[src/rtl/pipe_hazard_ctrl.sv]
// pipe_hazard_ctrl: stall/flush sequencer for a 5-stage pipeline.
// Drives PC, IF/ID, ID/EX and EX/MEM hold/flush controls from load-use hazards,
// taken branches resolved in EX, and multi-cycle data-memory waits (with timeout).
// Ports:
//   i_clk, i_rst (async, active-low)
//   i_id_rs1/i_id_rs2/i_id_use_rs1/i_id_use_rs2 : source operands of the ID instruction
//   i_ex_rd/i_ex_mem_read                       : destination and load flag of the EX instruction
//   i_ex_br_taken                               : taken branch/jump redirect from EX
//   i_mem_req/i_mem_ready                       : data-memory handshake of the MEM stage
//   o_pc_hold, o_if_id_hold, o_if_id_flush, o_id_ex_hold, o_id_ex_flush, o_ex_mem_hold
//   o_mem_tmo_err                               : 1-cycle pulse after a memory-wait timeout
//   o_stall_cnt/o_flush_cnt                     : saturating performance counters
module pipe_hazard_ctrl #(
    parameter int unsigned REG_AW      = 6,
    parameter int unsigned TMO_W       = 8,
    parameter int unsigned MEM_TIMEOUT = 200,
    parameter int unsigned CNT_W       = 32
) (
    input  logic              i_clk,
    input  logic              i_rst,
    input  logic [REG_AW-1:0] i_id_rs1,
    input  logic [REG_AW-1:0] i_id_rs2,
    input  logic              i_id_use_rs1,
    input  logic              i_id_use_rs2,
    input  logic [REG_AW-1:0] i_ex_rd,
    input  logic              i_ex_mem_read,
    input  logic              i_ex_br_taken,
    input  logic              i_mem_req,
    input  logic              i_mem_ready,
    output logic              o_pc_hold,
    output logic              o_if_id_hold,
    output logic              o_if_id_flush,
    output logic              o_id_ex_hold,
    output logic              o_id_ex_flush,
    output logic              o_ex_mem_hold,
    output logic              o_mem_tmo_err,
    output logic [CNT_W-1:0]  o_stall_cnt,
    output logic [CNT_W-1:0]  o_flush_cnt
);

    typedef enum logic [0:0] {StRun, StMemWait} state_e;

    localparam logic [TMO_W-1:0] TmoLimit = TMO_W'(MEM_TIMEOUT);

    state_e             r_state, w_state_nxt;
    logic [TMO_W-1:0]   r_tmo, w_tmo_nxt;
    logic               r_tmo_err, w_tmo_err_nxt;
    logic [CNT_W-1:0]   r_stall_cnt, r_flush_cnt;

    logic w_memwait, w_loaduse;
    logic w_pc_hold, w_if_id_hold, w_if_id_flush, w_id_ex_hold, w_id_ex_flush, w_ex_mem_hold;

    // A request that completes in its own cycle never stalls.
    assign w_memwait = !i_mem_ready && ((r_state == StMemWait) || i_mem_req);

    // x0 is hardwired zero, so a load targeting it creates no dependency.
    assign w_loaduse = i_ex_mem_read && (i_ex_rd != '0) &&
                       ((i_id_use_rs1 && (i_id_rs1 == i_ex_rd)) ||
                        (i_id_use_rs2 && (i_id_rs2 == i_ex_rd)));

    always_comb begin
        w_state_nxt   = r_state;
        w_tmo_nxt     = r_tmo;
        w_tmo_err_nxt = 1'b0;
        unique case (r_state)
            StRun: begin
                if (i_mem_req && !i_mem_ready) begin
                    w_state_nxt = StMemWait;
                    w_tmo_nxt   = TMO_W'(1);
                end
            end
            StMemWait: begin
                if (i_mem_ready) begin
                    w_state_nxt = StRun;
                    w_tmo_nxt   = '0;
                end else if (r_tmo == TmoLimit) begin
                    w_state_nxt   = StRun;
                    w_tmo_nxt     = '0;
                    w_tmo_err_nxt = 1'b1;
                end else begin
                    w_tmo_nxt = r_tmo + TMO_W'(1);
                end
            end
            default: begin
                w_state_nxt = StRun;
                w_tmo_nxt   = '0;
            end
        endcase
    end

    // Priority: memory wait freezes everything (a taken branch waits in EX),
    // then branch redirect, then load-use bubble.
    always_comb begin
        w_pc_hold     = 1'b0;
        w_if_id_hold  = 1'b0;
        w_if_id_flush = 1'b0;
        w_id_ex_hold  = 1'b0;
        w_id_ex_flush = 1'b0;
        w_ex_mem_hold = 1'b0;
        if (w_memwait) begin
            w_pc_hold     = 1'b1;
            w_if_id_hold  = 1'b1;
            w_id_ex_hold  = 1'b1;
            w_ex_mem_hold = 1'b1;
        end else if (i_ex_br_taken) begin
            w_if_id_flush = 1'b1;
            w_id_ex_flush = 1'b1;
        end else if (w_loaduse) begin
            w_pc_hold     = 1'b1;
            w_if_id_hold  = 1'b1;
            w_id_ex_flush = 1'b1;
        end
    end

    always_ff @(posedge i_clk or negedge i_rst) begin
        if (!i_rst) begin
            r_state     <= StRun;
            r_tmo       <= '0;
            r_tmo_err   <= 1'b0;
            r_stall_cnt <= '0;
            r_flush_cnt <= '0;
        end else begin
            r_state   <= w_state_nxt;
            r_tmo     <= w_tmo_nxt;
            r_tmo_err <= w_tmo_err_nxt;
            if (w_pc_hold && (r_stall_cnt != '1)) begin
                r_stall_cnt <= r_stall_cnt + CNT_W'(1);
            end
            if (w_id_ex_flush && (r_flush_cnt != '1)) begin
                r_flush_cnt <= r_flush_cnt + CNT_W'(1);
            end
        end
    end

    // Reset forces the combinational controls low without waiting for a clock.
    assign o_pc_hold     = w_pc_hold     & i_rst;
    assign o_if_id_hold  = w_if_id_hold  & i_rst;
    assign o_if_id_flush = w_if_id_flush & i_rst;
    assign o_id_ex_hold  = w_id_ex_hold  & i_rst;
    assign o_id_ex_flush = w_id_ex_flush & i_rst;
    assign o_ex_mem_hold = w_ex_mem_hold & i_rst;
    assign o_mem_tmo_err = r_tmo_err;
    assign o_stall_cnt   = r_stall_cnt;
    assign o_flush_cnt   = r_flush_cnt;

endmodule
[config.mk]
export PLATFORM = sky130hd
export DESIGN_NAME = pipe_hazard_ctrl
export DESIGN_NICKNAME = d
export VERILOG_FILES = /design/src/rtl/pipe_hazard_ctrl.sv
export SDC_FILE = /design/constraint.sdc
export NUM_CORES = 1
export LEC_CHECK = 0
export CAP_MARGIN = 20
export CORE_MARGIN = 4
export CORE_UTILIZATION = 48
export CTS_CLUSTER_SIZE = 30
export DETAILED_ROUTE_END_ITERATION = 16
export PLACE_DENSITY = 0.91
export SYNTH_ARGS = -nofsm -noshare
export SYNTH_HDL_FRONTEND = slang
export SYNTH_SLANG_ARGS = --single-unit
[constraint.sdc]
create_clock -name i_clk -period 3.5 [get_ports i_clk]
set_input_delay 0.7 -clock i_clk [delete_from_list [all_inputs] [get_ports i_clk]]
set_output_delay 0.7 -clock i_clk [all_outputs]
set_load 0.03 [all_outputs]
==> metrics.txt, run 1 <==
status complete, no violations; Starting Density between 50% and 60%; slew margin rel. between 40% and 50%; clk buf depth 2; Max Cap Violations 0; overall global routing resource usage about 20%; DR pass1 iterations 5; register area ~1900 sq um; commonest non-fill, non-tap cell in the layout clkdlybuf4s50_1; setup TNS 0 ns; Worst VDD drop 452 uV; reg2reg setup slack 1.04 ns; # DRC 0; Avg Vias per Cell ~5.4; Crit path required time approximately 2.8 ns; Vias 3067; period utilization between 90% and 100%; final net count roughly 500; gr ovfl total 0; Worst Setup Path Type in2out; IO buf count 96; clock root cell clkbuf_8; clk_lat worst skew between 0.3 and 0.4 ns; IO Pins 97; P per Cell Area roughly 460 nW/um^2; post-layout worst setup margin around 0.17 ns; Worst setup EP type output port; core area about 7400 sq um; Filler Cell Count around 540; initial DRC count around 110; Clk pwr share between 30% and 40%; sw frac 29.7%; Synth Area in XOR/XNOR between 15 and 20%; ratio of cells with drive above 1 in the final layout 8.76%; Hold Buf Count CTS 0; Synthesized Nets about 380; WL final between 8000 and 9000 um; synthesized area per cell between 10 and 15 sq um; final setup fails 0; register share of total power 44.1%; Slew Limit Fails 0; largest net degree at the start of global routing between 40 and 50; mux share of post-synthesis cell area roughly 1.2%; largest family of logic cells by synthesized area simple AND/OR/NAND/NOR gates; reg2reg path depth 6; # diodes 0; worst slack, placed -0.0775 ns; clock sink count between 70 and 80; Setup Skew a little under 0.01 ns; H-Tree Depth 3; cts bufs inserted 9; CTS tree built; initial antenna violation count 0; final hold violations 0; drt wl/cell about 15 um; multi-input combinational cell area about 1800 sq um; die area approximately 9000 sq um; Row Count 31; CP Max Fanout 2; RSZ-0062 raised after global routing false; Worst-Margin Slew ~0.85 ns; Cells after Synth 351; clock-pin transition on the worst setup and hold timing paths ~0.080 ns; dpl hpwl 6590 um; FF-to-FF End o_flush_cnt[1]$_DFFE_PN0P_; most frequent cells in the layout clkdlybuf4s50_1 (92), dfrtp_1 (74), xnor2_1 (65); Yosys reg bits 74; Hold Crit Class in2async; Die Y roughly 96 um; Synth Area in Adders under 10%; FMAX approximately 300 MHz; combinational share of power a little under a quarter; Die W ~96 um; area delta synth->final 36.8%; post-synthesis sequential area ratio around half; Yosys warning total 0; min Tclk post-route 3.33 ns; Worst EP arrival between 2 and 3 ns; Reg2Reg Launch Point r_state$_DFF_PN0_; Compound-Gate Fraction of Synth Area around 4.4%; total leakage power approximately 2 nW; post-synth cell types between 40 and 50; Cell Int Power 0.00164 W; post-CTS sizing 4; Simple-Gate Fraction of Synth Area a little under a quarter; Detail Route Antenna Nets 0; setup repair bufs after CTS 0; Routability Congestion 0.876; synthesized cell area about 3700 sq um; Critical Path Start Type input port; vias in the first global route about 3100; first-pass GRT wire length between 10000 and 15000 um; Net Sw Power between 0.0006 and 0.0007 W
final cells by class:
type,count,share of cell area [%]
clock buffers,13,3.34
inverters,10,0.743
well taps,99,2.45
multi-input cells,263,35.2
repair buffers,105,20.2
flip-flops and latches,74,36.7
clock inverters,3,1.36
kinds of logic after synthesis:
| kind of cell | count (synthesis) |
|---|---|
| xor+xnor | 75 |
| simple gates | 157 |
| compound gates | 23 |
| mux | 4 |
| flops | 74 |
| fa+ha+maj | 4 |
| buf+inv | 14 |
sequential cells by signal (all words and copies together) (netlist names):
name,flops
r_tmo,8
o_mem_tmo_err,1
o_flush_cnt,32
r_state,1
o_stall_cnt,32
routing by layer:
layer,global-route usage [%],up-vias,routed length [um]
li1,-,1451,-
met1,24.3,1519,3510
met2,34.9,90,4680
met3,5.86,7,500
met4,6.99,0,48
met5,0,-,0
worst max-delay path by stage:
stage | startpoint | end | slack (ns)
final | i_ex_rd[0] | o_pc_hold | 0.17
after global routing | i_mem_req | o_if_id_flush | 0.11
after CTS | i_ex_rd[0] | o_pc_hold | 0.18
after detailed placement | i_ex_rd[2] | o_pc_hold | -0.08
after global placement | i_ex_rd[0] | o_if_id_hold | -0.03
after floorplan | i_ex_rd[0] | o_pc_hold | 0.53
cell usage after synthesis (all sizes together):
library cell | number | area [sq um]
a211oi | 2 | 25.0
a21boi | 1 | 18.8
a21oi | 3 | 15.0
and2 | 1 | 6.26
and3 | 10 | 63.8
and4 | 2 | 17.5
and4bb | 1 | 12.5
buf | 3 | 26.3
clkbuf | 1 | 3.75
dfrtp | 74 | 1850
ha | 4 | 50.1
inv | 10 | 37.5
mux2 | 3 | 33.8
mux2i | 1 | 10.0
nand2 | 36 | 135
nand2b | 3 | 18.8
nand3 | 32 | 160
nand3b | 1 | 7.51
nand4 | 27 | 169
nor2 | 17 | 73.8
nor2b | 5 | 38.8
nor3 | 9 | 45.0
nor4 | 7 | 50.1
nor4b | 2 | 32.5
o21a | 2 | 15.0
o21ai | 11 | 58.8
o22ai | 2 | 12.5
o31a | 1 | 8.76
o31ai | 1 | 7.51
or2 | 1 | 6.26
or3 | 1 | 7.51
or3b | 1 | 8.76
or4 | 1 | 7.51
xnor2 | 65 | 569
xor2 | 10 | 87.6
power groups by stage:
| stage | Sequential (W) | Clock [W] | Combinational (W) |
|---|---|---|---|
| after floorplan | 0.00117 | 0 | 0.000158 |
| after global placement | 0.00104 | 0 | 0.000523 |
| after detailed placement | 0.00104 | 0 | 0.000536 |
| after CTS | 0.00103 | 0.000782 | 0.000539 |
| after global routing | 0.00105 | 0.000823 | 0.000572 |
| final | 0.00103 | 0.000770 | 0.000532 |
through the flow:
stage / hold WS, ns / total power [W] / std cells / util (%) / cell area (sq um)
final: 0.436 / 0.00233 / 567 / 68.6 / 5050
after floorplan: 0.404 / 0.00133 / 351 / - / 3690
after global routing: 0.458 / 0.00244 / 567 / 68.6 / 5050
after global placement: 0.480 / 0.00156 / 551 / 65.3 / 4810
after CTS: 0.457 / 0.00235 / 567 / 68.6 / 5050
after detailed placement: 0.488 / 0.00158 / 551 / 65.3 / 4810
worst max-delay path, cell delays in order:
cell             delay (ns)
clkdlybuf4s50_1        0.43
or4_1                  0.52
o31a_1                 0.27
nor2b_4                0.14
a21boi_4               0.16
nor2_1                 0.06
dlygate4sd2_1          0.35
Note: power is estimated with default switching activity, not from simulation.
==> run 2: changes to the inputs <==
- TNS_END_PERCENT: default -> 100
==> results of run 2 <==
Final layout, timing and power as in run 1 (identical DEF).
